**config.mk**
```make
export PLATFORM = sky130hd
export DESIGN_NAME = sb_config_loader
export DESIGN_NICKNAME = d
export VERILOG_FILES = /design/src/rtl/sb_cfg_pkg.sv /design/src/rtl/cfg_addr_decode.sv /design/src/rtl/sb_config_loader.sv
export SDC_FILE = /design/constraint.sdc
export NUM_CORES = 1
export LEC_CHECK = 0
export CAP_MARGIN = 40
export CORE_ASPECT_RATIO = 0.7
export CORE_UTILIZATION = 48
export DETAILED_ROUTE_END_ITERATION = 8
export GPL_ROUTABILITY_DRIVEN = 0
export PLACE_DENSITY = 0.84
export SLEW_MARGIN = 20
export SYNTH_ARGS = -nofsm -noshare
export SYNTH_HDL_FRONTEND = slang
export SYNTH_SLANG_ARGS = --single-unit
```
**constraint.sdc**
```tcl
create_clock -name clk -period 3.02 [get_ports clk]
set_clock_uncertainty 0.1 [all_clocks]
set_input_delay 0.604 -clock clk [delete_from_list [all_inputs] [get_ports clk]]
set_output_delay 0.604 -clock clk [all_outputs]
set_load 0.02 [all_outputs]
```
**src/rtl/sb_cfg_pkg.sv**
```systemverilog
// Shared definitions for the switch-box configuration loader.
//   - DEF_WORD_W     : default bitstream / config word width
//   - OPC_MSB/OPC_LSB: opcode field position inside a header word
//   - OPC_WRITE/DONE : legal header opcodes
//   - ld_state_e     : loader FSM states
package sb_cfg_pkg;

    localparam int DEF_WORD_W = 32;

    localparam int OPC_MSB = 31;
    localparam int OPC_LSB = 24;

    localparam logic [7:0] OPC_WRITE = 8'h01;
    localparam logic [7:0] OPC_DONE  = 8'h02;

    typedef enum logic [1:0] {
        ST_IDLE   = 2'd0,
        ST_DATA   = 2'd1,
        ST_STROBE = 2'd2,
        ST_FIN    = 2'd3
    } ld_state_e;

endpackage

```
**src/rtl/cfg_addr_decode.sv**
```systemverilog
// Tile address decoder (combinational).
//   addr   in   ADDR_W     tile address
//   en     in   1          decode enable; onehot is all-zero when low
//   onehot out  NUM_TILES  one-hot tile select, never set for an out-of-range address
//   oor    out  1          addr >= NUM_TILES (independent of en)
module cfg_addr_decode #(
    parameter int ADDR_W    = 8,
    parameter int NUM_TILES = 16
) (
    input  logic [ADDR_W-1:0]    addr,
    input  logic                 en,
    output logic [NUM_TILES-1:0] onehot,
    output logic                 oor
);

    // Compare in a fixed 32-bit domain so NUM_TILES up to 256 works for any ADDR_W.
    logic [31:0] addr_ext;
    assign addr_ext = 32'(addr);
    assign oor      = (addr_ext >= 32'(NUM_TILES));

    for (genvar i = 0; i < NUM_TILES; i++) begin : g_sel
        assign onehot[i] = en && (addr_ext == 32'(i));
    end

endmodule

```
**src/rtl/sb_config_loader.sv**
```systemverilog
// Switch-box configuration loader. Decodes a valid/ready word stream of
// {header, payload} pairs into one-cycle per-tile config write strobes.
//   clk          in   1          fabric clock
//   reset        in   1          synchronous, active-high reset
//   bs_valid     in   1          bitstream word valid
//   bs_data      in   WORD_W     bitstream word
//   bs_ready     out  1          loader accepts a word this cycle
//   config_data  out  WORD_W     broadcast config word (holds last payload)
//   config_en    out  NUM_TILES  one-hot, single-cycle tile write strobe
//   config_done  out  1          DONE seen; sticky until reset
//   cfg_error    out  1          bad opcode / bad address seen; sticky until reset
//   write_count  out  16         successful tile writes, saturating
module sb_config_loader
    import sb_cfg_pkg::*;
#(
    parameter int WORD_W    = DEF_WORD_W,
    parameter int NUM_TILES = 16,
    parameter int ADDR_W    = 8
) (
    input  logic                 clk,
    input  logic                 reset,
    input  logic                 bs_valid,
    input  logic [WORD_W-1:0]    bs_data,
    output logic                 bs_ready,
    output logic [WORD_W-1:0]    config_data,
    output logic [NUM_TILES-1:0] config_en,
    output logic                 config_done,
    output logic                 cfg_error,
    output logic [15:0]          write_count
);

    ld_state_e              state_q, state_d;
    logic [ADDR_W-1:0]      addr_q, addr_d;
    logic [WORD_W-1:0]      data_q, data_d;
    logic [NUM_TILES-1:0]   en_q, en_d;
    logic                   ready_q, ready_d;
    logic                   done_q, done_d;
    logic                   err_q, err_d;
    logic [15:0]            wcnt_q, wcnt_d;

    logic                   accept;
    logic [7:0]             opcode;
    logic                   dec_en;
    logic [NUM_TILES-1:0]   dec_onehot;
    logic                   dec_oor;

    assign accept = bs_valid && ready_q;
    assign opcode = bs_data[OPC_MSB:OPC_LSB];

    cfg_addr_decode #(
        .ADDR_W    (ADDR_W),
        .NUM_TILES (NUM_TILES)
    ) u_dec (
        .addr   (addr_q),
        .en     (dec_en),
        .onehot (dec_onehot),
        .oor    (dec_oor)
    );

    always_comb begin
        state_d = state_q;
        addr_d  = addr_q;
        data_d  = data_q;
        en_d    = '0;
        done_d  = done_q;
        err_d   = err_q;
        wcnt_d  = wcnt_q;
        dec_en  = 1'b0;

        unique case (state_q)
            ST_IDLE: begin
                if (accept) begin
                    if (opcode == OPC_WRITE) begin
                        // Address is captured with the header; the payload word
                        // may arrive any number of cycles later.
                        addr_d  = bs_data[ADDR_W-1:0];
                        state_d = ST_DATA;
                    end else if (opcode == OPC_DONE) begin
                        done_d  = 1'b1;
                        state_d = ST_FIN;
                    end else begin
                        // Illegal opcode: flag it and treat the next word as a header.
                        err_d = 1'b1;
                    end
                end
            end
            ST_DATA: begin
                if (accept) begin
                    data_d  = bs_data;
                    dec_en  = 1'b1;
                    en_d    = dec_onehot;  // all-zero for an out-of-range address
                    state_d = ST_STROBE;
                    if (dec_oor) begin
                        err_d = 1'b1;
                    end else if (wcnt_q != 16'hFFFF) begin
                        wcnt_d = wcnt_q + 16'd1;
                    end
                end
            end
            ST_STROBE: begin
                state_d = ST_IDLE;
            end
            ST_FIN: begin
                state_d = ST_FIN;
            end
            default: begin
                state_d = ST_IDLE;
            end
        endcase

        // Ready is registered from the next state so it is a pure state decode
        // as seen at the port, and is low in the cycle following a reset edge.
        ready_d = (state_d == ST_IDLE) || (state_d == ST_DATA);
    end

    always_ff @(posedge clk) begin
        if (reset) begin
            state_q <= ST_IDLE;
            addr_q  <= '0;
            data_q  <= '0;
            en_q    <= '0;
            ready_q <= 1'b0;
            done_q  <= 1'b0;
            err_q   <= 1'b0;
            wcnt_q  <= '0;
        end else begin
            state_q <= state_d;
            addr_q  <= addr_d;
            data_q  <= data_d;
            en_q    <= en_d;
            ready_q <= ready_d;
            done_q  <= done_d;
            err_q   <= err_d;
            wcnt_q  <= wcnt_d;
        end
    end

    assign bs_ready    = ready_q;
    assign config_data = data_q;
    assign config_en   = en_q;
    assign config_done = done_q;
    assign cfg_error   = err_q;
    assign write_count = wcnt_q;

endmodule
```
==> results by group <==
Run status
  • Run status: completed

STA
  • Setup TNS: 0 ns
  • Setup violators final: 0
  • Final slew viol count: 0
  • WHS: 0.3577 ns
  • Final worst-path cycle share: 77.26%
  • Setup repair after global routing missed its margin: false
  • Hold Violations, Final: 0
  • Worst-Margin Slew: about 0.74 ns
  • Crit path time final: 2.333 ns
  • Max Clk Rate: 0.4286 GHz
  • Post-route worst setup slack: 0.6868 ns
  • Worst-case headroom to the max-slew limit: 50.24%

Routing
  • Final Routed Wirelength: 7.596 mm
  • Avg WL per Cell: 14.52 um
  • Post-route antenna net violation count: 0
  • 1st-iter DRT viols: 156
  • Average vias per placed instance: 5.394
  • Vias: 2821
  • DRC violation count after routing: 0
  • First-pass iteration count of the detailed router: 4

Power
  • Net switching power of the design: 0.0004178 W
  • Relative contribution of the clock network to total power: 47.0%
  • Total leakage power: 1.481 nW
  • Switching share of total power: 20.12%
  • Sequential Power Share: 49.0%
  • Share of total power in combinational logic: 3.9%
  • Power Total: slightly above 0.002 W
  • Worst supply voltage drop on vdd: about 0.00032 V
  • Power Internal: ~0.0017 W
  • Pwr Density: 484.4 nW/um^2

Cells and area
  • Post-layout net count: 479
  • Final Core Density: 73.76%
  • Fraction of final layout cells sized beyond drive strength 1: about 7.4%
  • Number of antenna repair diodes: 0
  • Area occupied by registers: 1541 um^2
  • Footprint of the multi-input gates: 1329 um^2
  • Synth-to-layout area growth: 45.46%
  • Number of fill cells: between 400 and 500

CTS
  • H-tree levels: 3
  • Library cell used as clock root buffer: clkbuf_8
  • Maximum clock path buffer count: 2
  • Post-CTS setup buffer count: 0
  • Clock tree from TritonCTS: done
  • Clock sink count: slightly below 80
  • Clock-pin slew on the worst setup and hold paths: 0.07 ns
  • # resized after CTS: 0
  • TritonCTS buffer count: 9
  • Clock insertion delay at the later pin of the skew report: 0.36 ns
  • Count of hold-fix buffers inserted at cts: 0

Job
  • Number of maximum-capacitance constraint violations: 0

GRT
  • Initial antenna violation count: 0
  • GRT Total Usage: 24.21%
  • Remaining Overflow, GRT: 0
  • Wire length of the first global-routing pass: 11.66 mm
  • Vias in the first global route: 2474
  • Maximum number of pins on one net before global-route repair: 34

Placed design
  • Number of port buffers: 101
  • Setup Slack @ Placement: 0.3171 ns
  • Placed wire-length estimate after detailed placement: 5.329 mm

Die
  • Die footprint: 6464 um^2
  • Die W: 95.67 um
  • Top Ports: 102
  • Area of the core: approximately 5800 um^2
  • Height of the chip: 67.57 um
  • Starting Density: 50.71%
  • Row count: 23

Critical path
  • Data arrival time of the worst path: 2.48 ns
  • Sort of element at the end of the critical path: register
  • Worst-path maximum fanout: 22
  • Startpoint class of the critical path: input port
  • Critical Path RT: between 3 and 4 ns
  • Startpoint-to-endpoint class of the critical path: input port to register

Synth
  • Synthesis-stage register bit count: 77
  • Share of synthesized registers carrying an async set or reset: 0%
  • Ys Warns: 0
  • Area fraction of the dominant cell type after synthesis: 52.29%
  • Top flip-flop cell by instance count after synthesis: dfxtp_1
  • Most instantiated library cell after synthesis: dfxtp_1
  • Share of the yosys chip area belonging to registers: 52.29%
  • Top area cells in the synthesized netlist: dfxtp_1 (52%), nand2_1 (9.6%), a21oi_1 (8.1%), nor2_1 (4.2%), mux2i_1 (2.7%)
  • Synthesized-area fraction occupied by adder cells: less than 1%
  • Cell area after synthesis: 2948 um^2
  • Count of unique library cells instantiated by Yosys: 38
  • Simple-gate share of the synthesized area: approximately 28%
  • Number of enable flip-flop cells after synthesis: 0
  • Fraction of the mapped netlist area in compound gates: 11.46%
  • Mux cell area share after synthesis: 4.244%
  • Post-synthesis area per instance: 8.619 um^2
  • Dominant combinational cell family by area after synthesis: simple AND/OR/NAND/NOR gates
  • Commonest cells in the netlist: dfxtp_1 (77), nand2_1 (75), a21oi_1 (48)
  • Gate count of the mapped netlist: about 340
  • Post-synthesis xor/xnor area fraction: 0.2971%
  • Largest area contributor in the synthesized netlist: dfxtp_1
  • Net Count, Synth: 378

Min path
  • Type of the tightest min-delay check: register to register
-- area by class of cell --
type	count	area share, %
Clock buffer	11	3.531
Clock inverter	5	2.480
Inverter	2	0.1751
Multi-Input combinational cell	245	30.99
Sequential cell	77	35.95
Tap cell	75	2.189
Timing Repair Buffer	108	24.69
-- critical path, cell delays in order --
cell and delay (ns):
clkdlybuf4s50_1 0.54, and4b_1 0.31, nand2_2 0.25, nor4_1 0.42, mux2_1 0.35
-- registers in the layout, summed over array words and instances (netlist names) --
signal       count
write_count     16
bs_ready         1
addr_q           8
config_en       16
cfg_error        1
config_data     32
config_done      1
state_q          2
-- cell usage in the layout (no fill, tap or decap), types with 6 or more instances in the layout --
| cell type | instances |
|---|---|
| a21oi_1 | 48 |
| nor2b_1 | 7 |
| nor2_1 | 33 |
| buf_4 | 7 |
| o31ai_1 | 8 |
| or4_1 | 7 |
| nand2_1 | 75 |
| nand3_1 | 6 |
| clkdlybuf4s50_1 | 100 |
| clkbuf_8 | 11 |
| nand4_1 | 8 |
| mux2i_1 | 8 |
| dfxtp_1 | 77 |
-- power by group through the flow --
stage / Sequential, W / Clock (W) / Combinational [W]
finish: 0.00102 / 0.000977 / 0.0000820
global route: 0.00102 / 0.00103 / 0.0000875
CTS: 0.00102 / 0.000987 / 0.0000821
detailed placement: 0.00104 / 0 / 0.0000811
global placement: 0.00104 / 0 / 0.0000801
floorplan: 0.00104 / 0 / 0.0000209
-- per-layer routing --
layer	vias to the layer above	routed length, um	track usage, %
met1	1308	3304	30.14
met4	0	146	9.888
met5	-	0	0
met3	16	558	8.333
li1	1388	-	-
met2	109	3586	38.57
-- kinds of logic (layout without fill, tap and decap cells) --
kind of cell               Yosys count  after routing
AOI/OAI and AO/OA                   62             62
xor gates and xnor gates             1              1
muxes                               12             12
adders and majority gates            1              1
buffers and inverters               20            126
and+or+nand+nor                    169            169
DFF                                 77             77
-- final timing paths --
kind	cells after the start	startpoint	slack [ns]	endpoint
setup / recovery	5	bs_valid	0.69	write_count[7]
hold / removal	2	config_data[28]	0.36	config_data[28]
setup reg to reg	6	write_count[0]	0.81	write_count[0]
hold reg to reg	2	config_data[28]	0.36	config_data[28]
-- stage by stage --
stage,std cells,cell area (um^2)
global route,523,4288
detailed placement,507,4030
CTS,523,4288
floorplan,342,2948
global placement,507,4030
finish,523,4288
Note: power is estimated with default switching activity, not from simulation.
